File: config.mk
export PLATFORM = sky130hd
export DESIGN_NAME = shiftadd_mult_ctrl
export DESIGN_NICKNAME = d
export VERILOG_FILES = /design/src/rtl/shiftadd_mult_ctrl.sv
export SDC_FILE = /design/constraint.sdc
export NUM_CORES = 1
export LEC_CHECK = 0
export ABC_AREA = 1
export BUFFER_PORTS_ARGS = -buffer_cell sky130_fd_sc_hd__buf_4
export CORE_AREA = 2 2 39 41
export CTS_CLUSTER_SIZE = 28
export DETAILED_ROUTE_END_ITERATION = 7
export DIE_AREA = 0 0 41 43
export PLACE_DENSITY = 0.57
export SETUP_SLACK_MARGIN = 0.05
export SLEW_MARGIN = 25
export SYNTH_ARGS = -nofsm -noshare
export SYNTH_HDL_FRONTEND = slang
export SYNTH_SLANG_ARGS = --single-unit
File: constraint.sdc
create_clock -name clk -period 1.5 [get_ports clk]
set_input_delay 0.15 -clock clk [delete_from_list [all_inputs] [get_ports clk]]
set_output_delay 0.15 -clock clk [all_outputs]
set_load 0.005 [all_outputs]
File: src/rtl/shiftadd_mult_ctrl.sv
// Shift-and-add multiplier sequencer: load, then per-bit check/add/shift.
// Optional SHIFTADD_MULT_EARLY_EXIT_EN: finish as soon as the multiplier is zero.
module shiftadd_mult_ctrl #(
  parameter int WIDTH = 8
) (
  input  logic                     clk,
  input  logic                     reset,
  input  logic                     inputdata_ready,
  input  logic                     mult_lsb,
  input  logic                     mult_zero,
  output logic                     loaddata,
  output logic                     add_en,
  output logic                     shift_en,
  output logic                     busy,
  output logic                     done,
  output logic [$clog2(WIDTH)-1:0] iter
);

  localparam int IW = $clog2(WIDTH);
  localparam logic [IW-1:0] LAST = IW'(WIDTH - 1);

  typedef enum logic [2:0] {
    IDLE,
    LOAD,
    CHECK,
    ADD,
    SHIFT,
    DONE
  } state_t;

  state_t state;

`ifndef SHIFTADD_MULT_EARLY_EXIT_EN
  logic unused_mult_zero;
  assign unused_mult_zero = mult_zero;
`endif

  // Outputs are registered with the state they belong to.
  always_ff @(posedge clk) begin
    if (reset) begin
      state    <= IDLE;
      iter     <= '0;
      loaddata <= 1'b0;
      add_en   <= 1'b0;
      shift_en <= 1'b0;
      busy     <= 1'b0;
      done     <= 1'b0;
    end else begin
      loaddata <= 1'b0;
      add_en   <= 1'b0;
      shift_en <= 1'b0;
      busy     <= 1'b0;
      done     <= 1'b0;
      case (state)
        IDLE: begin
          if (inputdata_ready) begin
            state    <= LOAD;
            iter     <= '0;
            loaddata <= 1'b1;
            busy     <= 1'b1;
          end
        end
        LOAD: begin
          state <= CHECK;
          busy  <= 1'b1;
        end
        CHECK: begin
`ifdef SHIFTADD_MULT_EARLY_EXIT_EN
          if (mult_zero) begin
            state <= DONE;
            done  <= 1'b1;
          end else
`endif
          if (mult_lsb) begin
            state  <= ADD;
            add_en <= 1'b1;
            busy   <= 1'b1;
          end else begin
            state    <= SHIFT;
            shift_en <= 1'b1;
            busy     <= 1'b1;
          end
        end
        ADD: begin
          state    <= SHIFT;
          shift_en <= 1'b1;
          busy     <= 1'b1;
        end
        SHIFT: begin
          if (iter == LAST) begin
            state <= DONE;
            done  <= 1'b1;
          end else begin
            state <= CHECK;
            iter  <= iter + IW'(1);
            busy  <= 1'b1;
          end
        end
        DONE: begin
          if (inputdata_ready) begin
            done <= 1'b1;
          end else begin
            state <= IDLE;
          end
        end
        default: begin
          state <= IDLE;
          iter  <= '0;
        end
      endcase
    end
  end

endmodule

Word-level counts from Yosys, hierarchy flattened
Index checks and enable logic that the tools add are counted.
W data, S select, Z words.

storage, ports and cells
  bits in registers = 11
  output and inout bits = 8
  word-level logic and storage cells = 43

operators by class
  add/sub/neg operators = 1
  equal/unequal tests = 9
  muxes and demuxes = 16
  bitwise operators = 3
  reduce and logical (&&, ||, !) cells = 7

operators by type and width
  cell                   number
  $mux W3                6
  $pmux W3 S6            1
  $eq A3 B3 Y1 const B   3
  $pmux W3 S3            1
  $eq A3 B2 Y1 const B   2
  $ne A2 B2 Y1 const B   3
  $mux W1                5
  $pmux W1 S2            2
  $reduce_or A2 Y1       2
  $reduce_or A4 Y1       1
  $add A3 B1 Y3 const B  1
  $eq A3 B1 Y1 const B   1
  $logic_not A3 Y1       1
  $not A1 Y1             3
  $pmux W1 S3            1
  $reduce_and A3 Y1      1
  $reduce_or A3 Y1       1
  $reduce_and A2 Y1      1

Longest topological paths before layout
  depth after elaboration = 4
  depth in mapped cells = 7

Least setup slack after synthesis
Ideal clock, no wire load.

  path type = register to register
  from = reg iter[0]
  to = reg iter[0]
  data arrival time = 1.052 ns
  data required time = 1.383 ns
  setup slack = 0.331 ns
  stages on the path, launching flop included = 7
  clock period less this slack = 1.169 ns
  path through = dfxtp_1 ha_1 ha_1 nand3_1 nand3_2 nor2_1 nor2_1

on the way
  cells in the longest elaborated chain, start to end = 3
  elaborated cells between the ends (all ways) = 6
  those cells by class = add/sub: 1; eq/ne: 2; mux: 2; reduce/logical: 1

RTL lines
  element                                                  line    RTL
  from (decl)                                              16      output logic [$clog2(WIDTH)-1:0] iter
  from (signal assigned)                                   95      iter <= iter + IW'(1);
  $add A3 B1 Y3 / $eq A3 B3 Y1 (equally long branches)     95, 90
  $mux W3 / $ne A2 B2 Y1 (equally long branches)           -
  $pmux W3 S3 / $reduce_and A3 Y1 (equally long branches)  -

Several ways; a longest one is shown, not always the timed one. The select of a mux whose other input is x is not followed.
A chain may end at the register's enable or synchronous reset.

Worst setup path in the final report
Ends and elaborated chain as after synthesis.

==> reports/results.txt <==
Status: finished clean
Cell area after synthesis: 488 um^2
Placeable Area: 0.00138 mm^2
Yosys synthesis warning count: 0
Cells resized by post-CTS repair: 0
HPWL after DPL: 708 um
Leading area contributor after synthesis: dfxtp_1
Vias: 429
Worst Setup Path Type: flip-flop to flip-flop
Cells after Synth: 64
Critical Path RT: 1.66 ns
Vias per cell: 4.56
DRT iter0 DRCs: 0
Clock sink count: 11
Initial antenna violation count: 0
Pwr Density: 1260 mW/mm^2
CP Launch Type: flip-flop
Worst-skew pair later-pin latency: 0.27 ns
Sum Neg Setup Slack: 0 ns
Final core utilization: 0.443
Hold buffers post-CTS: 0
Initial Utilization: 0.353
Num rows: 14
Layout net count: 86
H-tree depth: 1
Fill cells: 155
Max IR drop VDD: 0.416 mV
Antenna-violating nets left: 0
Flops & latches, synth: 11
GP Congestion: 0.771
Area delta synth->final: 25.6%
Fin. Hold Viols: 0
Routed Wire Length: 889 um
Top cells by area, synth: dfxtp_1, inv_1, nand2_1
Die Ht: 43 um
Worst slew margin: 0.814
Period utilization: 0.834
# DRC: 0
DR pass1 iterations: 1
Avg Inst Size Synth: 7.62 um^2
IO Count: 13
Dpl ws: 0.248 ns
First-pass GRT wire length: 1470 um
Grt total ovfl: 0
Worst setup EP type: flip-flop
Wire per inst: 9.46 um
N_diodes: 0
P_leak: 0.329 nW
FMAX: 0.799 GHz
Post-synth top area share: 0.451
Worst Tran Pin Value: 0.279 ns
Hold Crit Class: input port to flip-flop
Syn nets: 71
CTS clock-pin slew for the worst setup and hold paths: 0.07 ns
Crit path DAT: 1.41 ns
Worst-path maximum fanout: 4
Vias in the first global route: 380
Min Tclk post-route: 1.25 ns
Max-cap viol count: 0
CTS tree: yes
Cell variety after synth: 18
Setup Buffers After CTS: 0
Slew Limit Fails: 0
Largest net degree at the start of global routing: 9
Die width: 41 um
CTS Buf Count: 3
Root Driver: clkbuf_4
Full die area: 0.00176 mm^2
Design area: 613 um^2
CTS Buffer Depth: 2
Share of cells above drive strength 1: 0.282
Setup Viol. Count Final: 0
Skew final: 0.00141 ns
Sequential-to-total area share from yosys stat: 0.451
Area post-placement: 587 um^2
RSZ-0062 raised after global routing: false
Setup ws final: 0.248 ns
Gr usage total: 0.123
PortBufs: 11
## cells in the final DEF (no fill, tap or decap)
cell / count
nor2_1: 7
nor4_1: 1
nand2_2: 2
nand2_1: 8
nor2_2: 1
buf_4: 11
o21ai_0: 1
clkbuf_1: 1
a21oi_1: 3
nand3_1: 4
inv_1: 12
nand3_2: 1
o21ai_1: 5
nand3b_1: 1
nand2_4: 1
inv_2: 2
clkbuf_4: 3
dfxtp_1: 11
nor2_4: 1
ha_1: 2
## final cells by class
cell class / count / area (um^2) / share of cell area
clock buffers: 4 / 26.3 / 0.0429
inverters: 14 / 52.6 / 0.0857
multi-input cells: 38 / 211 / 0.345
flip-flops and latches: 11 / 220 / 0.359
well taps: 16 / 20.0 / 0.0327
repair buffers: 11 / 82.6 / 0.135
## synth_stat cells, drive strengths merged
master / count
inv: 14
dfxtp: 11
nand2: 11
nor2: 9
o21ai: 6
nand3: 5
a21oi: 3
ha: 2
clkbuf: 1
nand3b: 1
nor4: 1
## state kept, by name (all words and copies together) (netlist names)
| register | count |
|---|---|
| done | 1 |
| loaddata | 1 |
| busy | 1 |
| shift_en | 1 |
| iter | 3 |
| state | 3 |
| add_en | 1 |
## worst paths after layout
| check | from | endpoint | slack, ns | depth (start not counted) |
|---|---|---|---|---|
| max | iter[0]$_SDFFE_PP0P_ | iter[0]$_SDFFE_PP0P_ | 0.25 | 6 |
| max reg2reg | iter[0]$_SDFFE_PP0P_ | iter[0]$_SDFFE_PP0P_ | 0.25 | 6 |
| min reg2reg | iter[2]$_SDFFE_PP0P_ | iter[2]$_SDFFE_PP0P_ | 0.49 | 2 |
| min | reset | iter[2]$_SDFFE_PP0P_ | 0.11 | 2 |
## per-stage QoR
stage | hold WS, ns | power [mW] | cells
after floorplan | 0.291 | 0.513 | 64
after detailed placement | 0.386 | 0.579 | 90
after global placement | 0.385 | 0.575 | 90
final | 0.108 | 0.770 | 94
after global routing | 0.105 | 0.824 | 94
after CTS | 0.0985 | 0.783 | 94
## logic make-up (layout without fill, tap and decap cells)
kind of cell / Yosys count / in the layout / synth area share
AND/OR/NAND/NOR: 27 / 27 / 0.290
buffers and inverters: 15 / 29 / 0.115
adder cells (fa/ha/maj): 2 / 2 / 0.0513
flip-flops: 11 / 11 / 0.451
AO/OA/AOI/OAI: 9 / 9 / 0.0923
## power breakdown
group	total, mW	switching (mW)	internal, mW	leakage (nW)
Combinational	0.217	0.129	0.0889	0.224
Sequential	0.352	0.0258	0.327	0.0897
Clock	0.200	0.0968	0.103	0.0150
## worst max-delay path, stage by stage, from the launching register on
cell     delay [ns]
dfxtp_1        0.33
ha_1           0.21
ha_1           0.23
nand3_1        0.13
nand3_2        0.11
nor2_1         0.10
nor2_1         0.04
## metal layers
metal	GRT usage	vias to the layer above	share of wire
met5	0	-	0
met2	0.184	10	0.47
met1	0.148	188	0.45
li1	-	227	-
met3	0.0314	4	0.052
met4	0.0800	0	0.022
Power figures use the tool's default switching activity.
